===== config.mk =====
export PLATFORM = sky130hd
export DESIGN_NAME = uart_rx
export DESIGN_NICKNAME = d
export VERILOG_FILES = /design/src/rtl/uart_pkg.sv /design/src/rtl/uart_rx_tick.sv /design/src/rtl/uart_rx.sv
export SDC_FILE = /design/constraint.sdc
export NUM_CORES = 1
export LEC_CHECK = 0
export CAP_MARGIN = 20
export CORE_UTILIZATION = 50
export CTS_CLUSTER_SIZE = 40
export DETAILED_ROUTE_END_ITERATION = 6
export GPL_ROUTABILITY_DRIVEN = 0
export PLACE_DENSITY = 0.73
export SYNTH_ARGS = -nofsm -noshare
export SYNTH_HDL_FRONTEND = slang
export SYNTH_SLANG_ARGS = --single-unit

===== constraint.sdc =====
create_clock -name clk -period 1.7 [get_ports clk]
set_input_delay 0.17 -clock clk [delete_from_list [all_inputs] [get_ports clk]]
set_output_delay 0.17 -clock clk [all_outputs]
set_load 0.01 [all_outputs]

===== src/rtl/uart_pkg.sv =====
// Shared UART definitions: receiver state encoding, default oversampling and
// the baud-divider function also used by the transmitter's baud generator.
package uart_pkg;

    typedef enum logic [2:0] {
        IDLE,
        START,
        DATA,
        STOP,
        WAIT_HI
    } rx_state_e;

    localparam int OVERSAMPLE_DEFAULT = 16;

    // Clocks per oversample tick, truncated.
    function automatic int calc_div(input int clk_hz, input int baud, input int oversample);
        return clk_hz / (baud * oversample);
    endfunction

endpackage


===== src/rtl/uart_rx_tick.sv =====
// Restartable prescaler: counts 0..DIV-1 and pulses tick on the wrap cycle.
// clear restarts the count so tick phase is fixed relative to the clear edge.
module uart_rx_tick #(
    parameter int DIV = 27
) (
    input  logic clk,
    input  logic rst_n,
    input  logic clear,
    output logic tick
);

    localparam int CW = (DIV > 1) ? $clog2(DIV) : 1;
    localparam logic [CW-1:0] LAST = CW'(DIV - 1);

    logic [CW-1:0] cnt;

    always_ff @(posedge clk) begin
        if (!rst_n || clear) begin
            cnt <= '0;
        end else if (cnt == LAST) begin
            cnt <= '0;
        end else begin
            cnt <= cnt + 1'b1;
        end
    end

    assign tick = (cnt == LAST) && !clear;

endmodule


===== src/rtl/uart_rx.sv =====
// 8N1 UART receiver: 2-flop synchronizer, oversampled start/data/stop sampling,
// one-cycle rx_valid / rx_frame_err strobes and a busy flag.
import uart_pkg::*;

module uart_rx #(
    parameter int CLK_HZ     = 50000000,
    parameter int BAUD       = 115200,
    parameter int OVERSAMPLE = OVERSAMPLE_DEFAULT
) (
    input  logic       clk,
    input  logic       rst_n,
    input  logic       rxd,
    output logic [7:0] rx_data,
    output logic       rx_valid,
    output logic       rx_frame_err,
    output logic       rx_busy
);

    localparam int DIV = calc_div(CLK_HZ, BAUD, OVERSAMPLE);
    localparam int TW  = $clog2(OVERSAMPLE);
    localparam logic [TW-1:0] HALF_LAST = TW'(OVERSAMPLE / 2 - 1);
    localparam logic [TW-1:0] FULL_LAST = TW'(OVERSAMPLE - 1);

    // Strobe semantics: no backpressure. rx_valid is high for one cycle and
    // rx_data is new in that same cycle; the consumer must take it then.
    // rx_frame_err is an equally short, mutually exclusive strobe.

    logic            rxd_meta;
    logic            rxd_s;
    rx_state_e       state, state_nxt;
    logic [TW-1:0]   tick_cnt, tick_cnt_nxt;
    logic [2:0]      bit_idx, bit_idx_nxt;
    logic [7:0]      shift, shift_nxt;
    logic [7:0]      data_nxt;
    logic            valid_nxt;
    logic            ferr_nxt;
    logic            presc_clr;
    logic            tick;

    uart_rx_tick #(
        .DIV (DIV)
    ) u_tick (
        .clk   (clk),
        .rst_n (rst_n),
        .clear (presc_clr),
        .tick  (tick)
    );

    always_ff @(posedge clk) begin
        if (!rst_n) begin
            rxd_meta     <= 1'b1;
            rxd_s        <= 1'b1;
            state        <= IDLE;
            tick_cnt     <= '0;
            bit_idx      <= '0;
            shift        <= '0;
            rx_data      <= '0;
            rx_valid     <= 1'b0;
            rx_frame_err <= 1'b0;
        end else begin
            rxd_meta     <= rxd;
            rxd_s        <= rxd_meta;
            state        <= state_nxt;
            tick_cnt     <= tick_cnt_nxt;
            bit_idx      <= bit_idx_nxt;
            shift        <= shift_nxt;
            rx_data      <= data_nxt;
            rx_valid     <= valid_nxt;
            rx_frame_err <= ferr_nxt;
        end
    end

    always_comb begin
        state_nxt    = state;
        tick_cnt_nxt = tick_cnt;
        bit_idx_nxt  = bit_idx;
        shift_nxt    = shift;
        data_nxt     = rx_data;
        valid_nxt    = 1'b0;
        ferr_nxt     = 1'b0;
        presc_clr    = 1'b0;

        case (state)
            IDLE: begin
                if (!rxd_s) begin
                    state_nxt    = START;
                    presc_clr    = 1'b1;
                    tick_cnt_nxt = '0;
                end
            end

            START: begin
                if (tick) begin
                    if (tick_cnt == HALF_LAST) begin
                        tick_cnt_nxt = '0;
                        bit_idx_nxt  = '0;
                        state_nxt    = rxd_s ? IDLE : DATA;
                    end else begin
                        tick_cnt_nxt = tick_cnt + 1'b1;
                    end
                end
            end

            DATA: begin
                if (tick) begin
                    if (tick_cnt == FULL_LAST) begin
                        tick_cnt_nxt = '0;
                        shift_nxt    = {rxd_s, shift[7:1]};
                        if (bit_idx == 3'd7) begin
                            state_nxt = STOP;
                        end else begin
                            bit_idx_nxt = bit_idx + 3'd1;
                        end
                    end else begin
                        tick_cnt_nxt = tick_cnt + 1'b1;
                    end
                end
            end

            // Leaving at mid-stop lets a start bit with no idle gap be caught.
            STOP: begin
                if (tick) begin
                    if (tick_cnt == FULL_LAST) begin
                        tick_cnt_nxt = '0;
                        if (rxd_s) begin
                            data_nxt  = shift;
                            valid_nxt = 1'b1;
                            state_nxt = IDLE;
                        end else begin
                            ferr_nxt  = 1'b1;
                            state_nxt = WAIT_HI;
                        end
                    end else begin
                        tick_cnt_nxt = tick_cnt + 1'b1;
                    end
                end
            end

            WAIT_HI: begin
                if (rxd_s) begin
                    state_nxt = IDLE;
                end
            end

            default: begin
                state_nxt = IDLE;
            end
        endcase
    end

    assign rx_busy = (state != IDLE);

endmodule

==> results.json, run 1 <==
{
  "clockBufferDepth": 2,
  "antenna_cells": 0,
  "cts_root_buf": "clkbuf_4",
  "slew_headroom_pct": 65.3,
  "worstMarginPinSlew_ns": 0.519,
  "drt-pass1-iter-count": 4,
  "drc": 0,
  "slowest_stage": "or3_1",
  "ant_nets": 0,
  "cts_setup_buffers": 0,
  "sw_frac_of_total_pct": 20.2,
  "io-pin-count": 14,
  "critPathTopFamily": "buffers and inverters",
  "finalHoldViolations": 0,
  "fin_nets": 193,
  "min_period_over_period_pct": 95.9,
  "crit_type": "reg -> out",
  "p_switching_mw": 0.295,
  "placementRows": 19,
  "syn_inst": 168,
  "drv_slew": 0,
  "grt_pass1_vias": 1059,
  "synth_nets": 176,
  "hp-class": "in -> reg",
  "totalWireLength_um": 2730,
  "status": "finished clean",
  "fmax_mhz": 614,
  "grt_pass1_wl_um": 4710,
  "fin_worst_skew_ns": 0.00252,
  "avgSynthCellArea_um2": 9.36,
  "cp-start-kind": "flop",
  "synthTopCellsByArea": "dfxtp_1, mux2i_1, nand3_1",
  "num_vias": 1242,
  "fp.dieH_um": 58.1,
  "start_util_pct": 54.7,
  "yosysTopAreaCell": "dfxtp_1",
  "grt-ovfl-total": 0,
  "ys.flop_type": "dfxtp_1",
  "synth_edf_count": 0,
  "fin_setup_tns_ns": 0,
  "cp_max_fo": 7,
  "ir_drop_v": 0.000567,
  "crit_required_ns": 1.53,
  "num-fill-cells": 243,
  "cts_hold_repair.buffers": 0,
  "power_mw": 1.46,
  "antenna_found_initial": 0,
  "crit_chain": "buf_4, or3_1, dlygate4sd2_1",
  "powerDensity_nw_per_um2": 784,
  "grt_max_degree": 31,
  "clkSlewWorstSetupHoldPaths_ns": 0.09,
  "end_kind": "output pin",
  "slowest_delay_ns": 0.35,
  "cts_buffers": 5,
  "netlist_area_um2": 1570,
  "clock_power_share_pct": 37.9,
  "fp.coreArea_um2": 2880,
  "die_w_um": 58.1,
  "synth_top_area_share_pct": 44.6,
  "leakagePower_nw": 0.730,
  "drv_cap": 0,
  "place_hpwl_um": 2010,
  "async_flop_share_pct": 0,
  "rsz0062_at_grt": "true",
  "finalCriticalPeriod_ns": 1.63,
  "area_growth_pct": 18.4,
  "synth-seq-cells": 35,
  "track_usage_pct": 18.7,
  "htree_levels": 2,
  "clk_latency_ns": 0.33,
  "cts_tree": "yes",
  "internal_power_mw": 1.16,
  "wl_per_cell_um": 12.0,
  "drive_gt1_share_pct": 12.4,
  "dieArea_um2": 3370,
  "pwr-share-comb_pct": 4.7,
  "critPathBufInv": 2,
  "vias_per_cell": 5.47,
  "ys_seq_area_share_pct": 44.6,
  "arrival_ns": 1.46,
  "setup_viol": 0,
  "ys_types": 43,
  "drtIter0Drc": 41,
  "cts_sinks": 35,
  "port_buffers": 13,
  "power_frac_seq_pct": 57.4,
  "yosysWarnings": 0
}
worst paths after layout:
kind         depth (start not counted)  slack (ns)     startpoint           to
max                                  3        0.07       state[0]      rx_busy
min                                  2        0.41            rxd     rxd_meta
max reg2reg                          6        0.13  u_tick.cnt[0]  tick_cnt[3]
min reg2reg                          1        0.42       rxd_meta        rxd_s
cell families after synthesis:
family | count (synthesis) | share of synthesized area (%)
and+or+nand+nor | 76 | 27.9
DFF | 35 | 44.6
AOI/OAI and AO/OA | 25 | 10.9
buffers and inverters | 12 | 3.42
muxes | 11 | 7.00
adders and majority gates | 5 | 3.98
xor gates and xnor gates | 4 | 2.23
per-layer routing:
layer  wire (um)  GRT usage (%)  part of all wire, %  vias to the layer above
met5           0              0                    0                        -
met4          46           8.16                  1.7                        0
met3         109           6.70                  4.0                        5
met2        1220           28.7                   45                       24
met1        1360           23.5                   50                      574
li1            -              -                    -                      639
final cells by class:
cell class / count / area, um^2 / share of cell area (%)
Clock inverter: 1 / 30.0 / 1.61
Inverter: 2 / 7.51 / 0.403
Tap cell: 42 / 52.6 / 2.82
Timing Repair Buffer: 20 / 181 / 9.74
Clock buffer: 6 / 41.3 / 2.22
Multi-Input combinational cell: 121 / 846 / 45.4
Sequential cell: 35 / 703 / 37.8
flip-flops by register name, indices dropped and copies added, names as in the netlist:
name	cells
bit_idx	3
shift	8
rxd_meta	1
tick_cnt	4
rx_frame_err	1
rx_data	8
rx_valid	1
u_tick.cnt	5
rxd_s	1
state	3
power by group through the flow:
stage	combinational (mW)	sequential, mW	clock (mW)
6_report	0.0692	0.837	0.553
5_1_grt	0.0764	0.839	0.614
4_1_cts	0.0671	0.837	0.572
3_5_place_dp	0.0677	0.856	0
3_3_place_gp	0.0661	0.856	0
2_1_floorplan	0.0493	0.855	0
layout by cell type (no fill, tap or decap), types with 3 or more instances in the layout:
master	synthesis	routed
ha_1	5	5
nand4b_1	3	3
nor2_1	9	9
o21ai_0	9	9
mux2i_1	11	11
dfxtp_1	35	33
buf_4	0	7
clkbuf_4	0	5
nand2_1	15	15
clkdlybuf4s50_1	0	12
nand3_1	17	17
nor2b_1	11	11
Yosys cell counts (2+ instances only):
library cell  instances
dfxtp_1              35
o21ai_0               9
inv_1                 2
xor2_1                2
nor4b_1               2
o31ai_1               2
nand4b_1              3
nand3_1              17
and4b_1               2
nand3b_1              2
o22ai_1               2
and3b_1               2
nor2b_1              11
clkbuf_1              7
xnor2_1               2
mux2i_1              11
a21oi_1               2
nand2_1              15
nor2_1                9
ha_1                  5
nand2b_1              2
and3_1                3
metrics by stage:
| step | instances | cell area (um^2) | hold WS [ns] | util (%) | setup WS (ns) |
|---|---|---|---|---|---|
| 2_1_floorplan | 168 | 1570 | 0.271 | - | 0.114 |
| 4_1_cts | 227 | 1830 | 0.400 | 63.7 | 0.0135 |
| 3_3_place_gp | 220 | 1760 | 0.401 | 61.2 | 0.124 |
| 6_report | 227 | 1860 | 0.411 | 64.7 | 0.0700 |
| 5_1_grt | 227 | 1860 | 0.395 | 64.7 | -0.0132 |
| 3_5_place_dp | 220 | 1760 | 0.403 | 61.2 | 0.0273 |
what timing repair did:
action,4_1_cts,5_1_grt
resized for setup,1,8
pin swaps,0,0
endpoints found under the setup margin,1,10
Note: power is estimated with default switching activity, not from simulation.
==> run 2: changes to the inputs <==
--- a/config.mk
+++ b/config.mk
@@ -9,7 +9,6 @@
 export CORE_UTILIZATION = 50
 export CTS_CLUSTER_SIZE = 40
 export DETAILED_ROUTE_END_ITERATION = 6
-export GPL_ROUTABILITY_DRIVEN = 0
 export PLACE_DENSITY = 0.73
 export SYNTH_ARGS = -nofsm -noshare
 export SYNTH_HDL_FRONTEND = slang
==> results of run 2 <==
The final DEF is identical to that of run 1; final timing and power are the same.
==> run 3: changes to the inputs <==
--- a/config.mk
+++ b/config.mk
@@ -6,10 +6,9 @@
 export NUM_CORES = 1
 export LEC_CHECK = 0
 export CAP_MARGIN = 20
-export CORE_UTILIZATION = 50
+export CORE_UTILIZATION = 40
 export CTS_CLUSTER_SIZE = 40
 export DETAILED_ROUTE_END_ITERATION = 6
-export PLACE_DENSITY = 0.73
 export SYNTH_ARGS = -nofsm -noshare
 export SYNTH_HDL_FRONTEND = slang
 export SYNTH_SLANG_ARGS = --single-unit
==> results.json, run 3 (synthesis results as in run 1) <==
{
  "num_vias": 1249,
  "arrival_ns": 1.83,
  "r2r_end": "bit_idx[1]",
  "drv_slew": 0,
  "antenna_cells": 0,
  "ant_nets": 0,
  "slowest_delay_ns": 0.34,
  "drt-pass1-iter-count": 4,
  "slew_headroom_pct": 71.8,
  "worstMarginPinSlew_ns": 0.422,
  "fin_util_pct": 50.8,
  "fin_nets": 195,
  "critPathBufInv": 0,
  "drc": 0,
  "io-pin-count": 14,
  "drt-met1-wl_um": 1380,
  "track_usage_pct": 16.5,
  "wl_met3_um": 111,
  "die_w_um": 64.7,
  "clk_latency_ns": 0.29,
  "slowest_stage": "dfxtp_1",
  "end_kind": "flop",
  "gp_congestion": 0.791,
  "wl_per_cell_um": 12.3,
  "status": "finished clean",
  "fmax_mhz": 620,
  "setup_viol": 0,
  "drv_cap": 0,
  "reg_top3": "rx_data (8), shift (8), u_tick.cnt (5)",
  "final_common_cell": "dfxtp_1",
  "reg2reg_depth": 5,
  "grt_max_degree": 25,
  "wl_met2_um": 1360,
  "crit_type": "reg -> reg",
  "cp.depth": 5,
  "num-fill-cells": 356,
  "fin_cells": 236,
  "min_period_over_period_pct": 94.9,
  "grt-ovfl-total": 0,
  "cp-start-kind": "flop",
  "cts_sinks": 35,
  "totalWireLength_um": 2910,
  "cp-startpoint": "tick_cnt[0]",
  "top_layer": "met4",
  "rsz0062_at_grt": "true",
  "drtIter0Drc": 53,
  "cts_root_buf": "clkbuf_8",
  "antenna_found_initial": 0,
  "reg2reg_from": "tick_cnt[0]",
  "crit_chain": "ha_1, and3b_1, and3_1, o21ai_1, mux2i_1",
  "layout_common_cells": "dfxtp_1, nand3_1, nand2_1",
  "dieArea_um2": 4190,
  "hp-class": "reg -> reg",
  "port_buffers": 13,
  "critPathTopFamily": "simple AND/OR/NAND/NOR gates",
  "placementRows": 22,
  "clkSlewWorstSetupHoldPaths_ns": 0.07,
  "start_util_pct": 42.3,
  "powerDensity_nw_per_um2": 784,
  "seq_area_um2": 704,
  "cp_max_fo": 7,
  "place_hpwl_um": 2130,
  "grt_pass1_vias": 1235,
  "ir_drop_v": 0.000474,
  "cts_tree": "yes",
  "vias_per_cell": 5.29,
  "crit_required_ns": 1.92,
  "finalHoldViolations": 0,
  "cts_hold_repair.buffers": 0,
  "fin_worst_skew_ns": 0.00384,
  "fp.coreArea_um2": 3720,
  "dp_cells": 228,
  "finalCriticalPeriod_ns": 1.61,
  "leakagePower_nw": 0.755,
  "htree_levels": 2,
  "area_growth_pct": 20.0,
  "clockBufferDepth": 2,
  "cp-endpoint": "bit_idx[1]",
  "cts_buffers": 5,
  "grt_pass1_wl_um": 5300,
  "r2r_setup_slack_ns": 0.09,
  "multi_input_area_um2": 831,
  "fp.dieH_um": 64.7,
  "drive_gt1_share_pct": 11.7,
  "cts_setup_buffers": 0
}
run 3: changes by cell type in the layout (fill, tap and decap cells not counted), sizes merged:
cell          delta
buf              +2
bufinv           -1
clkinv           +1
clkinvlp         +1
dlygate4sd2      -1
dlymetal6s2s     +1
run 3: power by group:
| part | total (mW) | switching, mW | internal [mW] |
|---|---|---|---|
| Clock | 0.573 | 0.287 | 0.286 |
| Combinational | 0.0716 | 0.0372 | 0.0345 |
| Sequential | 0.836 | 0.00797 | 0.828 |
run 3: final cells by class:
class                   count  share of cell area (%)
clock inverters             2                   0.663
multi-input cells         121                    44.0
inverters                   2                   0.398
repair buffers             22                    10.6
well taps                  48                    3.18
flip-flops and latches     35                    37.3
clock buffers               6                    3.84
run 3: worst min-delay path by stage:
stage	from	end	cells after the start
after floorplan	rxd	rxd_meta	1
after global placement	rxd_meta	rxd_s	1
after detailed placement	rxd_meta	rxd_s	1
after CTS	rxd_meta	rxd_s	1
after global routing	rxd_meta	rxd_s	1
final	rxd_meta	rxd_s	1
run 3: per-stage QoR:
step	instance area, um^2	setup WS, ns	total power, mW	hold WS, ns	setup TNS (ns)
floorplan	1570	0.114	0.904	0.271	0
global placement	1780	0.140	0.925	0.397	0
detailed placement	1780	0.0924	0.928	0.406	0
CTS	1870	0.00813	1.50	0.424	0
global route	1890	-0.0319	1.56	0.438	-0.0319
finish	1890	0.0864	1.48	0.417	0
run 3: worst reg2reg max path: stages (launching register included):
cell,delay (ns)
dfxtp_1,0.34
ha_1,0.28
and3b_1,0.22
and3_1,0.17
o21ai_1,0.31
mux2i_1,0.23
run 3: routing by layer:
layer  global-route usage [%]  vias up
met4                     7.78        0
met5                        0        -
met2                     27.3       22
met1                     18.9      580
met3                     5.28        6
li1                         -      641
run 3: repair_timing:
action | 4_1_cts | 5_1_grt
endpoints found under the hold margin | 0 | 0
pin swaps | 0 | 0
resized for setup | 2 | 3
endpoints found under the setup margin | 1 | 4
